[src/rtl/fifo_arb_pkg.sv]
// Shared types and constants for the FIFO write-port arbiter.
package fifo_arb_pkg;

  localparam int unsigned XFER_CNT_W = 16;

  typedef enum logic {
    IDLE  = 1'b0,
    BURST = 1'b1
  } state_e;

endpackage

[src/rtl/rr_pick.sv]
// Round-robin requester search: first set req bit at or above rr_ptr, wrapping to 0.
module rr_pick #(
  parameter int unsigned N_REQ = 4,
  parameter int unsigned PW    = 2
) (
  input  logic [N_REQ-1:0] i_req,
  input  logic [PW-1:0]    i_rr_ptr,
  output logic [N_REQ-1:0] o_pick,
  output logic             o_valid
);

  logic          w_found;
  logic [PW-1:0] w_idx;

  always_comb begin
    o_pick  = '0;
    w_found = 1'b0;
    w_idx   = '0;
    for (int unsigned i = 0; i < N_REQ; i++) begin
      w_idx = PW'((32'(i_rr_ptr) + i) % N_REQ);
      if (!w_found && i_req[w_idx]) begin
        o_pick[w_idx] = 1'b1;
        w_found       = 1'b1;
      end
    end
  end

  assign o_valid = |i_req;

endmodule

[src/rtl/fifo_wr_arbiter.sv]
// Round-robin burst arbiter sharing one FIFO write port among N_REQ requesters.
`ifndef DATA
`define DATA 8
`endif

module fifo_wr_arbiter
  import fifo_arb_pkg::*;
#(
  parameter int unsigned N_REQ     = 4,
  parameter int unsigned MAX_BURST = 8,
  parameter int unsigned DW        = `DATA
) (
  input  logic                  wclk,
  input  logic                  wrst,
  input  logic [N_REQ-1:0]      req,
  input  logic [N_REQ*DW-1:0]   req_data,
  output logic [N_REQ-1:0]      gnt,
  output logic [N_REQ-1:0]      ack,
  output logic                  winc,
  output logic [DW-1:0]         wdata,
  input  logic                  wfull,
  output logic                  busy,
  output logic [XFER_CNT_W-1:0] xfer_cnt
);

  localparam int unsigned PW = (N_REQ > 1) ? $clog2(N_REQ) : 1;

  state_e                r_state;
  logic [PW-1:0]         r_owner;
  logic [PW-1:0]         r_rr_ptr;
  logic [7:0]            r_burst_cnt;
  logic [XFER_CNT_W-1:0] r_xfer_cnt;

  logic [N_REQ-1:0] w_pick;
  logic             w_pick_valid;
  logic [PW-1:0]    w_pick_idx;
  logic [N_REQ-1:0] w_gnt;
  logic             w_req_own;
  logic [DW-1:0]    w_wdata;
  logic             w_winc;
  logic             w_last;
  logic [PW-1:0]    w_rr_next;

  rr_pick #(
    .N_REQ (N_REQ),
    .PW    (PW)
  ) u_rr_pick (
    .i_req    (req),
    .i_rr_ptr (r_rr_ptr),
    .o_pick   (w_pick),
    .o_valid  (w_pick_valid)
  );

  always_comb begin
    w_pick_idx = '0;
    for (int unsigned i = 0; i < N_REQ; i++) begin
      if (w_pick[i]) w_pick_idx = PW'(i);
    end
  end

  // Owner decode; everything stays zero while idle.
  always_comb begin
    w_gnt     = '0;
    w_req_own = 1'b0;
    w_wdata   = '0;
    if (r_state == BURST) begin
      for (int unsigned i = 0; i < N_REQ; i++) begin
        if (PW'(i) == r_owner) begin
          w_gnt[i]  = 1'b1;
          w_req_own = req[i];
          w_wdata   = req_data[i*DW +: DW];
        end
      end
    end
  end

  assign w_winc    = w_req_own && !wfull;
  assign w_last    = w_winc && (r_burst_cnt == 8'(MAX_BURST - 1));
  assign w_rr_next = (r_owner == PW'(N_REQ - 1)) ? '0 : r_owner + PW'(1);

  always_ff @(posedge wclk) begin
    if (wrst) begin
      r_state     <= IDLE;
      r_owner     <= '0;
      r_rr_ptr    <= '0;
      r_burst_cnt <= '0;
      r_xfer_cnt  <= '0;
    end else begin
      if (w_winc && (r_xfer_cnt != '1)) r_xfer_cnt <= r_xfer_cnt + 1'b1;
      case (r_state)
        IDLE: begin
          if (w_pick_valid) begin
            r_owner <= w_pick_idx;
            r_state <= BURST;
          end
        end
        BURST: begin
          if (!w_req_own || w_last) begin
            r_state     <= IDLE;
            r_rr_ptr    <= w_rr_next;
            r_burst_cnt <= '0;
          end else if (w_winc) begin
            r_burst_cnt <= r_burst_cnt + 8'd1;
          end
        end
        default: r_state <= IDLE;
      endcase
    end
  end

  assign gnt      = w_gnt;
  assign ack      = {N_REQ{w_winc}} & w_gnt;
  assign winc     = w_winc;
  assign wdata    = w_wdata;
  assign busy     = (r_state == BURST);
  assign xfer_cnt = r_xfer_cnt;

endmodule

[config.mk]
export PLATFORM = sky130hd
export DESIGN_NAME = fifo_wr_arbiter
export DESIGN_NICKNAME = d
export VERILOG_FILES = /design/src/rtl/fifo_arb_pkg.sv /design/src/rtl/rr_pick.sv /design/src/rtl/fifo_wr_arbiter.sv
export SDC_FILE = /design/constraint.sdc
export NUM_CORES = 1
export LEC_CHECK = 0
export ABC_AREA = 1
export BUFFER_PORTS_ARGS = -buffer_cell sky130_fd_sc_hd__buf_4
export CAP_MARGIN = 10
export CORE_MARGIN = 1
export CORE_UTILIZATION = 47
export DETAILED_ROUTE_END_ITERATION = 10
export PLACE_DENSITY = 0.85
export SYNTH_ARGS = -nofsm -noshare
export SYNTH_HDL_FRONTEND = slang
export SYNTH_SLANG_ARGS = --single-unit
[constraint.sdc]
create_clock -name wclk -period 1.55 [get_ports wclk]
set_input_delay 0.155 -clock wclk [delete_from_list [all_inputs] [get_ports wclk]]
set_output_delay 0.155 -clock wclk [all_outputs]
set_load 0.02 [all_outputs]
==> impl_metrics.ini, run 1 <==
[outcome]
status = finished, violations left
violations = negative setup slack

[global_routing]
grt_max_degree = 14
grt_pass1_wl_mm = 12.4
grt_pass1_vias = 2927
grt_overflow = 0
antenna_found_initial = 0
grt_usage_pct = 30.1

[cts]
h-tree-depth = 2
clkSinkCount = 29
root_buffer = clkbuf_8
cts_tree = built
numCtsBuffers = 5
clockBufferDepth = 2
clk_pin_slew_ns = 0.07
insertion_delay_ns = 0.29

[floorplan]
core_area_mm2 = 0.00472
start_util_pct = 48.7
ios = 73
die_area_mm2 = 0.00517
num_rows = 25
die-height_um = 71.9
die_x_um = 71.9

[route]
drc = 0
wl_per_cell_um = 15.8
vias_per_cell = 5.61
postRouteAntennaNets = 0
totalWireLength_mm = 8.76
vias = 3109
first_pass_iters = 7
drt-initial-drc-count = 214

[timing]
period_minus_slack_ns = 1.86
fin_skew_ns = 0.00775
rsz0062_at_grt = true
layout_setup_ws_ns = -0.315
finalSetupViolCount = 41
post-route-period-util_pct = 120
slew_headroom_pct = 76.7
drv_slew = 0
report.final.hold_viol_count = 0
fmax_mhz = 536
worst-slew-pin-transition_ns = 0.346

[cells_and_area]
fin_area_mm2 = 0.00386
finalNonFillerCells = 554
nets = 538
drive_gt1_share_pct = 50.5
syn_to_final_growth_pct = 68.1
n_antenna_cell = 0

[yosys]
synth_compound_area_share_pct = 18.2
synthSimpleGateAreaFrac_pct = 35.4
synth.distinct_cells = 31
synth_xor_xnor_area_share_pct = 5.72
synth.avg_cell_area_um2 = 6.40
synth_mux_area_share_pct = 0
netlist_instances = 359
synth_fa_ha_area_share_pct = 7.08
synth.cell_area_mm2 = 0.00230
synthesis.nets = 411
synth_seq_area_share_pct = 25.3
synth_top_family_by_area = simple AND/OR/NAND/NOR gates
ys_ff_latch = 29
yosys_warnings = 0

[run]
drv_cap = 0

[critical_path]
worst-path-buf-inv = 6
r2r_slack_ns = -0.31
worstSetupPathType = flip-flop to flip-flop
crit_family = buffers and inverters
cpPeakStageDelay_ns = 0.38
arrival_ns = 2.04
cp.required_ns = 1.72
worstPathCellList = buf_6 > ha_4 > inv_2 > o21a_1 > nand2_1 > nand2_2 > nand2_4 > clkinv_4 > buf_6 > nand2_8 > inv_12 > buf_4 > nand2_2 > a21oi_2
r2r_end = xfer_cnt[7]
cp-start-kind = flip-flop
regToRegStartpoint = r_owner[1]
cp_max_fo = 8
slowest_stage = dfxtp_4
rr_worst_depth = 14
critPathCaptureType = flip-flop

[place]
placed_cell_area_mm2 = 0.00326
placed_cells = 526
hpwl_mm = 5.05
gp_congestion = 0.877
port-buffer-count = 72

[hold_path]
hold_path_depth = 2
worstHoldStart = wrst
hold_path_class = input port to flip-flop
min_to = xfer_cnt[8]

[pwr]
leakagePower_nw = 1.71
p_per_area_mw_per_mm2 = 980
max-vdd-ir-drop_uv = 663
==> routing by layer <==
metal | global-route usage, % | wire [um] | vias up
met2 | 56.5 | 4420 | 182
li1 | - | - | 1432
met1 | 31.1 | 3290 | 1441
met4 | 16.6 | 434 | 0
met3 | 6.25 | 608 | 54
met5 | 0 | 0 | -
==> area by class of cell <==
cell class                 count  area, um2
timing repair inverter         2       16.3
tap                           67       83.8
clock buffer                   8       90.1
fill                         282        860
inverter                      37        175
timing repair buffer         126       1030
multi-input combinational    285       1870
sequential                    29        596
==> Yosys cell counts (all sizes together) <==
| library cell | n | area share [%] |
|---|---|---|
| dfxtp | 29 | 25 |
| or2 | 1 | 0.27 |
| o21ai | 23 | 5.0 |
| o21a | 1 | 0.33 |
| xnor2 | 7 | 2.7 |
| inv | 36 | 6.0 |
| clkbuf | 5 | 0.82 |
| nor2 | 33 | 5.7 |
| nor3b | 1 | 0.33 |
| clkinv | 1 | 0.38 |
| nand4 | 5 | 1.4 |
| nand2 | 112 | 20 |
| nand3b | 2 | 0.65 |
| a31oi | 2 | 0.54 |
| nand3 | 26 | 5.7 |
| a21oi | 37 | 9.7 |
| a22oi | 7 | 2.3 |
| xor2 | 8 | 3.0 |
| ha | 13 | 7.1 |
| buf | 3 | 1.2 |
| nor3 | 6 | 1.3 |
| o211ai | 1 | 0.33 |
==> worst register-to-register path, stage by stage (launching register included) <==
cell,delay (ns)
dfxtp_4,0.38
buf_6,0.12
ha_4,0.14
inv_2,0.04
o21a_1,0.18
nand2_1,0.08
nand2_2,0.07
nand2_4,0.08
clkinv_4,0.06
buf_6,0.13
nand2_8,0.15
inv_12,0.05
buf_4,0.14
nand2_2,0.07
a21oi_2,0.06
==> power by group <==
part / total [mW] / switching [mW] / leakage (nW) / internal [mW]
logic: 2.27 / 1.30 / 1.42 / 0.976
registers: 0.858 / 0.0572 / 0.238 / 0.801
clock network: 0.655 / 0.293 / 0.0455 / 0.361
total: 3.79 / 1.65 / 1.71 / 2.14
==> sequential cells by signal (all words and copies together) (netlist names) <==
register,cells
r_burst_cnt,8
xfer_cnt,16
r_owner,2
r_rr_ptr,2
busy,1
==> cell families (layout without fill, tap and decap cells) <==
family / Yosys count / in the layout
DFF: 29 / 29
and+or+nand+nor: 186 / 186
xor gates and xnor gates: 15 / 15
adders and majority gates: 13 / 13
AOI/OAI and AO/OA: 71 / 71
buffers and inverters: 45 / 173
==> layout by cell type, fill, tap and decap left out, types with 6 or more instances in the layout <==
cell type and count:
inv_1 23, nand2_1 74, a21oi_1 13, nand2_2 29, inv_4 6, nand2_4 7
dfxtp_1 23, buf_6 15, a21oi_2 22, buf_4 109, nor3_1 6, nand3_1 22
o21ai_1 9, o21ai_0 9, ha_1 8, nor2_4 6, xor2_1 8, xnor2_1 7
nor2_1 22, clkbuf_8 6
==> how the worst max path moves through the flow <==
stage | endpoint | cells after the start | start | slack, ns
floorplan | xfer_cnt[10] | 13 | r_owner[1] | -0.14
global placement | xfer_cnt[15] | 12 | r_owner[0] | -0.09
finish | xfer_cnt[7] | 14 | r_owner[1] | -0.31
global route | xfer_cnt[1] | 13 | r_owner[1] | -0.38
detailed placement | wdata[7] | 9 | r_owner[0] | -0.19
CTS | wdata[7] | 10 | r_owner[1] | -0.29
==> metrics by stage <==
stage | setup WS (ns) | util, % | hold WS [ns] | TNS, ns | power, mW
after floorplan | -0.136 | - | 0.224 | -1.44 | 1.90
after global placement | -0.0933 | 69.0 | 0.439 | -1.46 | 2.44
after detailed placement | -0.192 | 69.0 | 0.441 | -4.29 | 2.50
after CTS | -0.287 | 76.4 | 0.149 | -7.73 | 3.40
after global routing | -0.384 | 81.8 | 0.170 | -12.94 | 3.98
final | -0.315 | 81.8 | 0.169 | -9.45 | 3.79
==> timing repair <==
action,CTS,global route
hold buffers,0,0
setup buffers,15,2
resized for setup,51,64
cloned,1,2
pin swaps,10,21
setup endpoints to repair,43,45
Power figures use the tool's default switching activity.
==> inputs of run 2 (changes only) <==
--- a/config.mk
+++ b/config.mk
@@ -11,7 +11,7 @@
 export CORE_MARGIN = 1
 export CORE_UTILIZATION = 47
 export DETAILED_ROUTE_END_ITERATION = 10
-export PLACE_DENSITY = 0.85
+export PLACE_DENSITY = 0.89
 export SYNTH_ARGS = -nofsm -noshare
 export SYNTH_HDL_FRONTEND = slang
 export SYNTH_SLANG_ARGS = --single-unit
==> run 2 against run 1 <==
  * Utilization is the same
  * Sequential power increased by 1%
  * First-iteration DRC count is 39% higher
  * The flow still finishes with violations (negative setup slack)
  * Fmax shrank 9.7%
  * Critical path depth down 1
  * Combinational power increased by 10%
  * Clock-buffer cell count is 1 lower
  * Register-to-register slack worse by 0.20 ns
  * Total power grew 7.6%
  * Global-route usage grew 1.5 points
==> impl_metrics.ini, run 2 (synthesis results as in run 1) <==
[global_routing]
grt_pass1_wl_mm = 12.8
grt_pass1_vias = 2885
grt_usage_pct = 31.6
grt_max_degree = 24
grt_overflow = 0
antenna_found_initial = 0

[timing]
period_minus_slack_ns = 2.07
fin_skew_ns = 0.0120
whs_ns = 0.249
layout_setup_ws_ns = -0.515
slew_headroom_pct = 75.5
fmax_mhz = 484
worst-slew-pin-transition_ns = 0.366
post-route-period-util_pct = 133
rsz0062_at_grt = true
finalSetupViolCount = 43
drv_slew = 0
report.final.hold_viol_count = 0
timing.setup.tns_ns = -16.18

[critical_path]
crit_top_cell = buf_6
regToRegStartpoint = r_owner[1]
cp_max_fo = 15
rr_worst_depth = 13
critPathCaptureType = flip-flop
worstSetupPathType = flip-flop to flip-flop
cp.required_ns = 1.77
r2r_end = xfer_cnt[15]
r2r_slack_ns = -0.52
worstPathCellList = buf_6 > ha_4 > inv_2 > o21a_1 > nand2_1 > nand2_2 > nand2_4 > clkinv_4 > buf_6 > nand2_8 > inv_8 > o21ai_0 > a21oi_2
arrival_ns = 2.29
cp-start-kind = flip-flop
cpPeakStageDelay_ns = 0.37
slowest_stage = dfxtp_4

[cells_and_area]
fill_cells = 282
final_util_pct = 81.8
layout_commonest_cell = buf_4
largest_reg_flops = 16
n_antenna_cell = 0
drive_gt1_share_pct = 51.1
final_cell_mix = buf_4, nand2_1, nand2_2
nets = 532
syn_to_final_growth_pct = 68.1

[pwr]
comb_power_share_pct = 61.3
p_sw_share_pct = 45.0
p_per_area_mw_per_mm2 = 1050
pwr-share-clk_pct = 17.4
leakagePower_nw = 1.72
p_int_mw = 2.24
netSwitchingPower_mw = 1.83
max-vdd-ir-drop_uv = 669
pwr-share-seq_pct = 21.3

[place]
hpwl_mm = 5.13
gp_congestion = 0.921
port-buffer-count = 72
pre_cts_ws_ns = -0.123

[route]
vias = 3248
postRouteAntennaNets = 0
drt-initial-drc-count = 298
totalWireLength_mm = 9.98
drc = 0
first_pass_iters = 5
vias_per_cell = 5.93
wl_per_cell_um = 18.2

[cts]
root_buffer = clkbuf_8
cts_tree = built
clockBufferDepth = 2
clkSinkCount = 29
insertion_delay_ns = 0.30
numCtsBuffers = 5
h-tree-depth = 2
clk_pin_slew_ns = 0.07

[hold_path]
hold_path_depth = 2
min_to = xfer_cnt[14]
hold_path_class = input port to flip-flop
worstHoldStart = wrst

[floorplan]
core_area_mm2 = 0.00472
die_x_um = 71.9
ios = 73
die-height_um = 71.9
die_area_mm2 = 0.00517
start_util_pct = 48.7
num_rows = 25

[run]
drv_cap = 0

[outcome]
violations = negative setup slack
status = finished, violations left
-- run 2: changes by cell type in the layout (fill, tap and decap cells not counted), moves of 3 or more --
| cell | delta |
|---|---|
| o21ai_2 | +4 |
| o21ai_1 | -5 |
| buf_6 | -4 |
| buf_4 | -3 |
| nand2_4 | +3 |
-- run 2: cell type report --
cell class                      instances  area, um2  share of cell area [%]
Inverter                               37        178                    4.60
Multi-Input combinational cell        286       1900                    49.3
Sequential cell                        29        596                    15.4
Tap cell                               67       83.8                    2.17
Timing Repair Buffer                  121       1000                    25.9
Clock buffer                            7       96.3                    2.49
Clock inverter                          1       5.00                   0.130
-- run 2: through the flow --
step | power (mW) | area, um2 | std cells
floorplan | 1.90 | 2400 | 359
global placement | 2.49 | 3280 | 529
detailed placement | 2.55 | 3280 | 529
CTS | 3.52 | 3590 | 545
global route | 4.22 | 3860 | 548
finish | 4.07 | 3860 | 548
-- run 2: critical path: cells and delay by family, from the launching register on --
| kind | cells | cell delay, ns |
|---|---|---|
| buffers and inverters | 5 | 0.56 |
| adder cells (fa/ha/maj) | 1 | 0.17 |
| flip-flops | 1 | 0.37 |
| AO/OA/AOI/OAI | 3 | 0.49 |
| AND/OR/NAND/NOR | 4 | 0.39 |
-- run 2: worst max-delay path by stage --
stage / start / cells past startpoint / slack (ns) / endpoint
2_1_floorplan: r_owner[1] / 13 / -0.14 / xfer_cnt[10]
3_5_place_dp: r_owner[0] / 11 / -0.12 / xfer_cnt[15]
4_1_cts: r_owner[1] / 11 / -0.30 / ack[1]
5_1_grt: r_owner[1] / 13 / -0.60 / xfer_cnt[15]
3_3_place_gp: r_owner[0] / 12 / -0.07 / xfer_cnt[15]
6_report: r_owner[1] / 13 / -0.52 / xfer_cnt[15]
-- run 2: timing repair --
| item | in CTS | in global routing |
|---|---|---|
| cloned | 2 | 0 |
| setup buffers | 6 | 4 |
| hold buffers | 0 | 0 |
| gates resized for setup | 46 | 73 |
| pin swaps | 18 | 31 |
| setup endpoints to repair | 41 | 43 |
-- run 2: layer usage --
| metal | vias to the layer above | global-route usage [%] | routed length, um |
|---|---|---|---|
| met1 | 1469 | 31.1 | 3340 |
| li1 | 1419 | - | - |
| met3 | 95 | 6.81 | 938 |
| met5 | - | 0 | 0 |
| met2 | 265 | 63.2 | 4920 |
| met4 | 0 | 13.3 | 778 |
-- run 2: power by group through the flow --
stage          Clock [mW]  Combinational, mW  Sequential (mW)
4_1_cts             0.700               1.97            0.853
3_5_place_dp            0               1.69            0.860
5_1_grt             0.741               2.62            0.867
3_3_place_gp            0               1.64            0.855
6_report            0.711               2.50            0.867
2_1_floorplan           0               1.02            0.884
